## src/rtl/ibex_rf_arb_pkg.sv

```systemverilog
// Shared types and helpers for the register-file write-port arbiter.
package ibex_rf_arb_pkg;

  localparam int unsigned RegAddrW = 5;

  typedef enum logic [0:0] {
    ARB    = 1'b0,
    LOCKED = 1'b1
  } arb_state_e;

  // Under RV32E only x0..x15 exist, so any address with bit 4 set is illegal.
  function automatic logic is_legal_waddr(input logic [RegAddrW-1:0] addr, input logic rv32e);
    return !(rv32e && addr[RegAddrW-1]);
  endfunction

endpackage

```

## src/rtl/ibex_rf_rr_picker.sv

```systemverilog
// Combinational round-robin picker: first set request at or after ptr_i, searching upward
// and wrapping. Produces a one-hot grant, its index and an any-grant flag.
module ibex_rf_rr_picker #(
  parameter int unsigned NumReq = 3,
  parameter int unsigned IdxW   = $clog2(NumReq)
) (
  input  logic [NumReq-1:0] req_i,
  input  logic [IdxW-1:0]   ptr_i,
  output logic [NumReq-1:0] gnt_o,
  output logic [IdxW-1:0]   idx_o,
  output logic              any_o
);

  logic [IdxW-1:0] w_cand;

  // Cyclic priority search starting at the pointer.
  always_comb begin
    gnt_o  = '0;
    idx_o  = '0;
    any_o  = 1'b0;
    w_cand = '0;
    for (int unsigned i = 0; i < NumReq; i++) begin
      w_cand = IdxW'((32'(ptr_i) + i) % NumReq);
      if (!any_o && req_i[w_cand]) begin
        any_o         = 1'b1;
        gnt_o[w_cand] = 1'b1;
        idx_o         = w_cand;
      end
    end
  end

endmodule

```

## src/rtl/ibex_rf_wport_arbiter.sv

```systemverilog
// Register-file write-port arbiter: round-robin between writeback requesters, with a lock
// mode reserving the port for requester 0, a registered output stage and x0/RV32E filtering.
// Optional macro IBEX_RF_WPORT_FWD_EN adds a combinational bypass of the landing write.
module ibex_rf_wport_arbiter
  import ibex_rf_arb_pkg::*;
#(
  parameter int unsigned NumReq    = 3,
  parameter int unsigned DataWidth = 32,
  parameter bit          RV32E     = 1'b0,
  localparam int unsigned IdxW     = $clog2(NumReq)
) (
  input  logic                          clk_i,
  input  logic                          rst_ni,
  input  logic [NumReq-1:0]             req_valid_i,
  output logic [NumReq-1:0]             req_ready_o,
  input  logic [RegAddrW*NumReq-1:0]    req_addr_i,
  input  logic [DataWidth*NumReq-1:0]   req_data_i,
  input  logic                          lock_i,
  output logic                          rf_we_o,
  output logic [RegAddrW-1:0]           rf_waddr_o,
  output logic [DataWidth-1:0]          rf_wdata_o,
  output logic [IdxW-1:0]               grant_idx_o,
  output logic                          locked_o,
  output logic                          illegal_wr_o
`ifdef IBEX_RF_WPORT_FWD_EN
  ,
  input  logic [RegAddrW-1:0]           fwd_raddr_i,
  output logic                          fwd_hit_o,
  output logic [DataWidth-1:0]          fwd_data_o
`endif
);

  arb_state_e            r_state, w_state_next;
  logic [IdxW-1:0]       r_rr_ptr, w_rr_ptr_next;
  logic [IdxW-1:0]       r_grant_idx;
  logic                  r_we, r_illegal;
  logic [RegAddrW-1:0]   r_waddr;
  logic [DataWidth-1:0]  r_wdata;

  logic                  w_lock_gate;
  logic [NumReq-1:0]     w_req_elig, w_gnt;
  logic [IdxW-1:0]       w_gnt_idx;
  logic                  w_gnt_any;
  logic [RegAddrW-1:0]   w_sel_addr;
  logic [DataWidth-1:0]  w_sel_data;
  logic                  w_legal, w_do_write, w_do_illegal;

  // Lock FSM next state; gating also covers the cycle lock_i rises so requester 0 owns it.
  always_comb begin
    w_state_next = r_state;
    w_lock_gate  = 1'b0;
    unique case (r_state)
      ARB: begin
        if (lock_i) begin
          w_state_next = LOCKED;
          w_lock_gate  = 1'b1;
        end
      end
      LOCKED: begin
        w_lock_gate = 1'b1;
        if (!lock_i) w_state_next = ARB;
      end
      default: w_state_next = ARB;
    endcase
  end

  // While gated only requester 0 is eligible.
  always_comb begin
    w_req_elig = req_valid_i;
    if (w_lock_gate) w_req_elig = {{(NumReq-1){1'b0}}, req_valid_i[0]};
  end

  ibex_rf_rr_picker #(
    .NumReq (NumReq),
    .IdxW   (IdxW)
  ) u_picker (
    .req_i (w_req_elig),
    .ptr_i (r_rr_ptr),
    .gnt_o (w_gnt),
    .idx_o (w_gnt_idx),
    .any_o (w_gnt_any)
  );

  assign req_ready_o = w_gnt;

  // Select the granted request and classify it; pointer advances only outside lock.
  always_comb begin
    w_sel_addr    = req_addr_i[w_gnt_idx*RegAddrW +: RegAddrW];
    w_sel_data    = req_data_i[w_gnt_idx*DataWidth +: DataWidth];
    w_legal       = is_legal_waddr(w_sel_addr, RV32E);
    w_do_write    = w_gnt_any & w_legal & (w_sel_addr != '0);
    w_do_illegal  = w_gnt_any & ~w_legal;
    w_rr_ptr_next = r_rr_ptr;
    if (w_gnt_any && !w_lock_gate) begin
      w_rr_ptr_next = (w_gnt_idx == IdxW'(NumReq - 1)) ? '0 : w_gnt_idx + 1'b1;
    end
  end

  // Arbitration state: FSM, round-robin pointer and last granted index.
  always_ff @(posedge clk_i or negedge rst_ni) begin
    if (!rst_ni) begin
      r_state     <= ARB;
      r_rr_ptr    <= '0;
      r_grant_idx <= '0;
    end else begin
      r_state  <= w_state_next;
      r_rr_ptr <= w_rr_ptr_next;
      if (w_gnt_any) r_grant_idx <= w_gnt_idx;
    end
  end

  // Output stage; address/data hold whenever no write is issued.
  always_ff @(posedge clk_i or negedge rst_ni) begin
    if (!rst_ni) begin
      r_we      <= 1'b0;
      r_illegal <= 1'b0;
      r_waddr   <= '0;
      r_wdata   <= '0;
    end else begin
      r_we      <= w_do_write;
      r_illegal <= w_do_illegal;
      if (w_do_write) begin
        r_waddr <= w_sel_addr;
        r_wdata <= w_sel_data;
      end
    end
  end

  assign rf_we_o      = r_we;
  assign rf_waddr_o   = r_waddr;
  assign rf_wdata_o   = r_wdata;
  assign grant_idx_o  = r_grant_idx;
  assign locked_o     = (r_state == LOCKED);
  assign illegal_wr_o = r_illegal;

`ifdef IBEX_RF_WPORT_FWD_EN
  assign fwd_hit_o  = r_we & (r_waddr == fwd_raddr_i) & (fwd_raddr_i != '0);
  assign fwd_data_o = r_wdata;
`endif

endmodule

```

## config.mk

```make
export PLATFORM = sky130hd
export DESIGN_NAME = ibex_rf_wport_arbiter
export DESIGN_NICKNAME = d
export VERILOG_FILES = /design/src/rtl/ibex_rf_arb_pkg.sv /design/src/rtl/ibex_rf_rr_picker.sv /design/src/rtl/ibex_rf_wport_arbiter.sv
export SDC_FILE = /design/constraint.sdc
export NUM_CORES = 1
export LEC_CHECK = 0
export CAP_MARGIN = 20
export CORE_MARGIN = 2
export CORE_UTILIZATION = 39
export CTS_CLUSTER_SIZE = 30
export DETAILED_ROUTE_END_ITERATION = 8
export HOLD_SLACK_MARGIN = 0.06
export PLACE_DENSITY = 0.82
export RECOVER_POWER = 25
export SLEW_MARGIN = 20
export SYNTH_ARGS = -nofsm -noshare
export SYNTH_HDL_FRONTEND = slang
export SYNTH_SLANG_ARGS = --single-unit
```

## constraint.sdc

```tcl
create_clock -name clk_i -period 4 [get_ports clk_i]
set_input_delay 1.2 -clock clk_i [delete_from_list [all_inputs] [get_ports clk_i]]
set_output_delay 1.2 -clock clk_i [all_outputs]
set_load 0.02 [all_outputs]
```

==> run summary <==
outcome - finished, violations left
violated checks - capacitance limit, slew limit
multi-input logic area - 1620 um2
Slowest cell on crit path - clkdlybuf4s50_1
GRT Total Usage - 21.3%
mapped cell area - 2820 um2
Hold Buf Count CTS - 0
Placed Area - 4600 um2
TritonRoute pass-1 iters - 5
Core ar. - 6910 um2
Slew HR - -53.1%
row cnt - 30
CP Launch Type - primary input
ys async rst share - 100%
Die X - 89.0 um
global-route wire length before repair - 13.1 mm
reg2reg end - rf_wdata_o[16]
register area - 1080 um2
Syn-to-layout area delta - 66.8%
PortBufs - 160
Distinct cells, synth - 51
syn avg cell area - 10.0 um2
area of the die - 7930 um2
RSZ-0062 raised after global routing - no
Crit path buffers/inverters - 3
clock tree sinks - 43
Clock Path Buffers - 2
Reg2Reg Depth - 11
CP Max Fanout - 5
Final period util - 97.5%
root buffer cell - clkbuf_8
largest net degree at the start of global routing - 44
DRC errors left - 0
n_diodes - 0
Crit Path Category - in -> out
worst slew pin tran - 2.30 ns
setup violators final - 0
DR vias - 2762
CTS Buf Count - 5
H-tree lvl count - 2
routability congestion estimate - 0.948
final core utilization - 68.1%
CP endpoint kind - output port
Initial DRC Count - 72
GR peak layer - met2
Design Area, Final - 4700 um2
crit-path cells - clkdlybuf4s50_1 -> nand2_1 -> a32o_2 -> a222oi_1 -> inv_1 -> buf_4
Total Nets Final - 570
Power Density - 622 nW/um2
number of global-route vias before repair - 2820
CTS tree - yes
DRT Wirelength - 8.27 mm
Critical Path RT - 2.80 ns
initial antenna violation count - 0
total gr overflow - 0
Detail Route Antenna Nets - 0
maximum clock frequency - 256 MHz
hold depth - 2
M2 GR Usage - 36.8%
Wirelength per Cell - 15.1 um
synthesized flop and latch total - 43
IO Pins - 162
met1 Use GR - 25.8%
worst min path class - reg -> reg
met3 Usage GRT - 6.74%
clock slew at reported path FFs - 0.08 ns
die height - 89.0 um
crit path from - req_valid_i[0]
slowest stage delay, CP - 0.56 ns
EDFF count, synth - 0
fill count - 568
worst reg2reg path startpoint - r_rr_ptr[0]
detailed-route vias per instance - 5.06
LEAKAGE - 0.00215 uW
Initial Util - 40.8%
final hold vios - 0
CP top delay family - buffers and inverters
worst skew pair latency - 0.29 ns
HP Start - grant_idx_o[1]
skew final - 0.00626 ns
syn_nets - 403
Mapped Cells - 282
Critical Path AT - 2.70 ns
Hold Path End - grant_idx_o[1]
Max IR drop VDD - 0.231 mV
Seq/Total Area, Yosys - 38.2%
dominant synthesized flop cell - dfrtp_1
fraction of layout instances using a drive strength above 1 - 13.1%
flop2flop setup slack - 0.80 ns
MaxCap Viol Count - 1
Slew Limit Fails - 44
Tmin final - 3.90 ns
Ys Warns - 0
hpwl dp - 6.60 mm
Pwr Total - 2930 uW
worst reg2reg max path: cells and delay by family (launching register included):
kind            cells  cell delay [ns]
simple gates        3             0.76
mux                 2             0.65
compound gates      2             0.48
buf+inv             3             0.47
flops               1             0.38
fa+ha+maj           1             0.35
synthesized netlist by cell type (2+ instances only):
cell | number | area, um2
nand2_1 | 47 | 176
dfrtp_1 | 43 | 1080
mux2i_1 | 33 | 330
o21ai_0 | 33 | 165
mux2_1 | 20 | 225
mux2_4 | 14 | 210
nor2_1 | 10 | 37.5
inv_1 | 9 | 33.8
buf_2 | 7 | 35.0
clkbuf_1 | 6 | 22.5
a31oi_1 | 4 | 25.0
ha_1 | 4 | 50.1
buf_6 | 3 | 33.8
nand3_1 | 3 | 15.0
o22ai_1 | 3 | 18.8
or3_1 | 3 | 18.8
a221o_1 | 2 | 20.0
and3_1 | 2 | 12.5
buf_4 | 2 | 15.0
o2bb2ai_1 | 2 | 17.5
o32ai_1 | 2 | 17.5
report_power, final:
group | internal (uW) | leakage (uW) | switching [uW] | total, uW
registers | 653 | 0.000509 | 117 | 770
clock network | 122 | 0.0000402 | 151 | 272
logic | 969 | 0.00160 | 915 | 1880
layout by cell type (no fill, tap or decap), drive strengths merged, types with 2 or more instances in the layout:
| cell | synthesis | layout |
|---|---|---|
| clkdlybuf4s50 | 0 | 153 |
| nand2 | 48 | 48 |
| dfrtp | 43 | 43 |
| mux2 | 34 | 34 |
| o21ai | 33 | 33 |
| mux2i | 33 | 33 |
| buf | 14 | 22 |
| nor2 | 11 | 11 |
| inv | 9 | 9 |
| clkbuf | 6 | 7 |
| a31oi | 4 | 4 |
| ha | 4 | 4 |
| or3 | 3 | 3 |
| o22ai | 3 | 3 |
| nand3 | 3 | 3 |
| and3 | 2 | 2 |
| o2bb2ai | 2 | 2 |
| a221o | 2 | 2 |
| o32ai | 2 | 2 |
| clkinvlp | 0 | 2 |
| dlymetal6s2s | 0 | 2 |
| o21bai | 2 | 2 |
final cells by class:
class	count	area share, %
timing repair buffer	180	37.5
multi-input combinational	210	34.5
sequential	43	22.9
tap	96	2.55
clock buffer	5	1.46
inverter	9	0.718
clock inverter	3	0.426
logic make-up after synthesis:
group / count (synthesis) / synth area share [%]
buffers and inverters: 29 / 5.63
DFF: 43 / 38.2
adders and majority gates: 5 / 2.17
and+or+nand+nor: 77 / 12.8
muxes: 67 / 27.2
other: 1 / 0.133
AOI/OAI and AO/OA: 60 / 13.9
per-stage QoR:
step / setup TNS [ns] / hold WS, ns / setup slack [ns] / instances
floorplan: 0 / 0.502 / 0.556 / 282
global placement: -1.85 / 0.457 / -0.485 / 537
detailed placement: -2.25 / 0.467 / -0.619 / 537
CTS: -0.0322 / 0.487 / -0.0322 / 546
global route: 0 / 0.506 / 0.00791 / 546
finish: 0 / 0.481 / 0.0993 / 546
how the worst max path moves through the flow:
stage | endpoint | cells past startpoint
2_1_floorplan | req_ready_o[0] | 7
3_3_place_gp | req_ready_o[0] | 9
3_5_place_dp | req_ready_o[0] | 9
4_1_cts | req_ready_o[0] | 8
5_1_grt | req_ready_o[0] | 7
6_report | req_ready_o[0] | 6
state kept, by name, summed over array words and instances (netlist names):
register / cells
r_rr_ptr: 2
rf_wdata_o: 32
rf_waddr_o: 5
grant_idx_o: 2
rf_we_o: 1
locked_o: 1
what timing repair did:
item,4_1_cts,5_1_grt
buffers inserted,1,0
pin swaps,2,4
cloned,0,0
endpoints found under the setup margin,3,3
gates resized for setup,13,9
layer usage:
metal  routed length [um]  vias to the layer above
met4                  116                        0
met2                 4140                      125
met3                  678                       12
met5                    0                        -
met1                 3340                     1294
li1                     -                     1331
(Power assumes the default switching activity.)
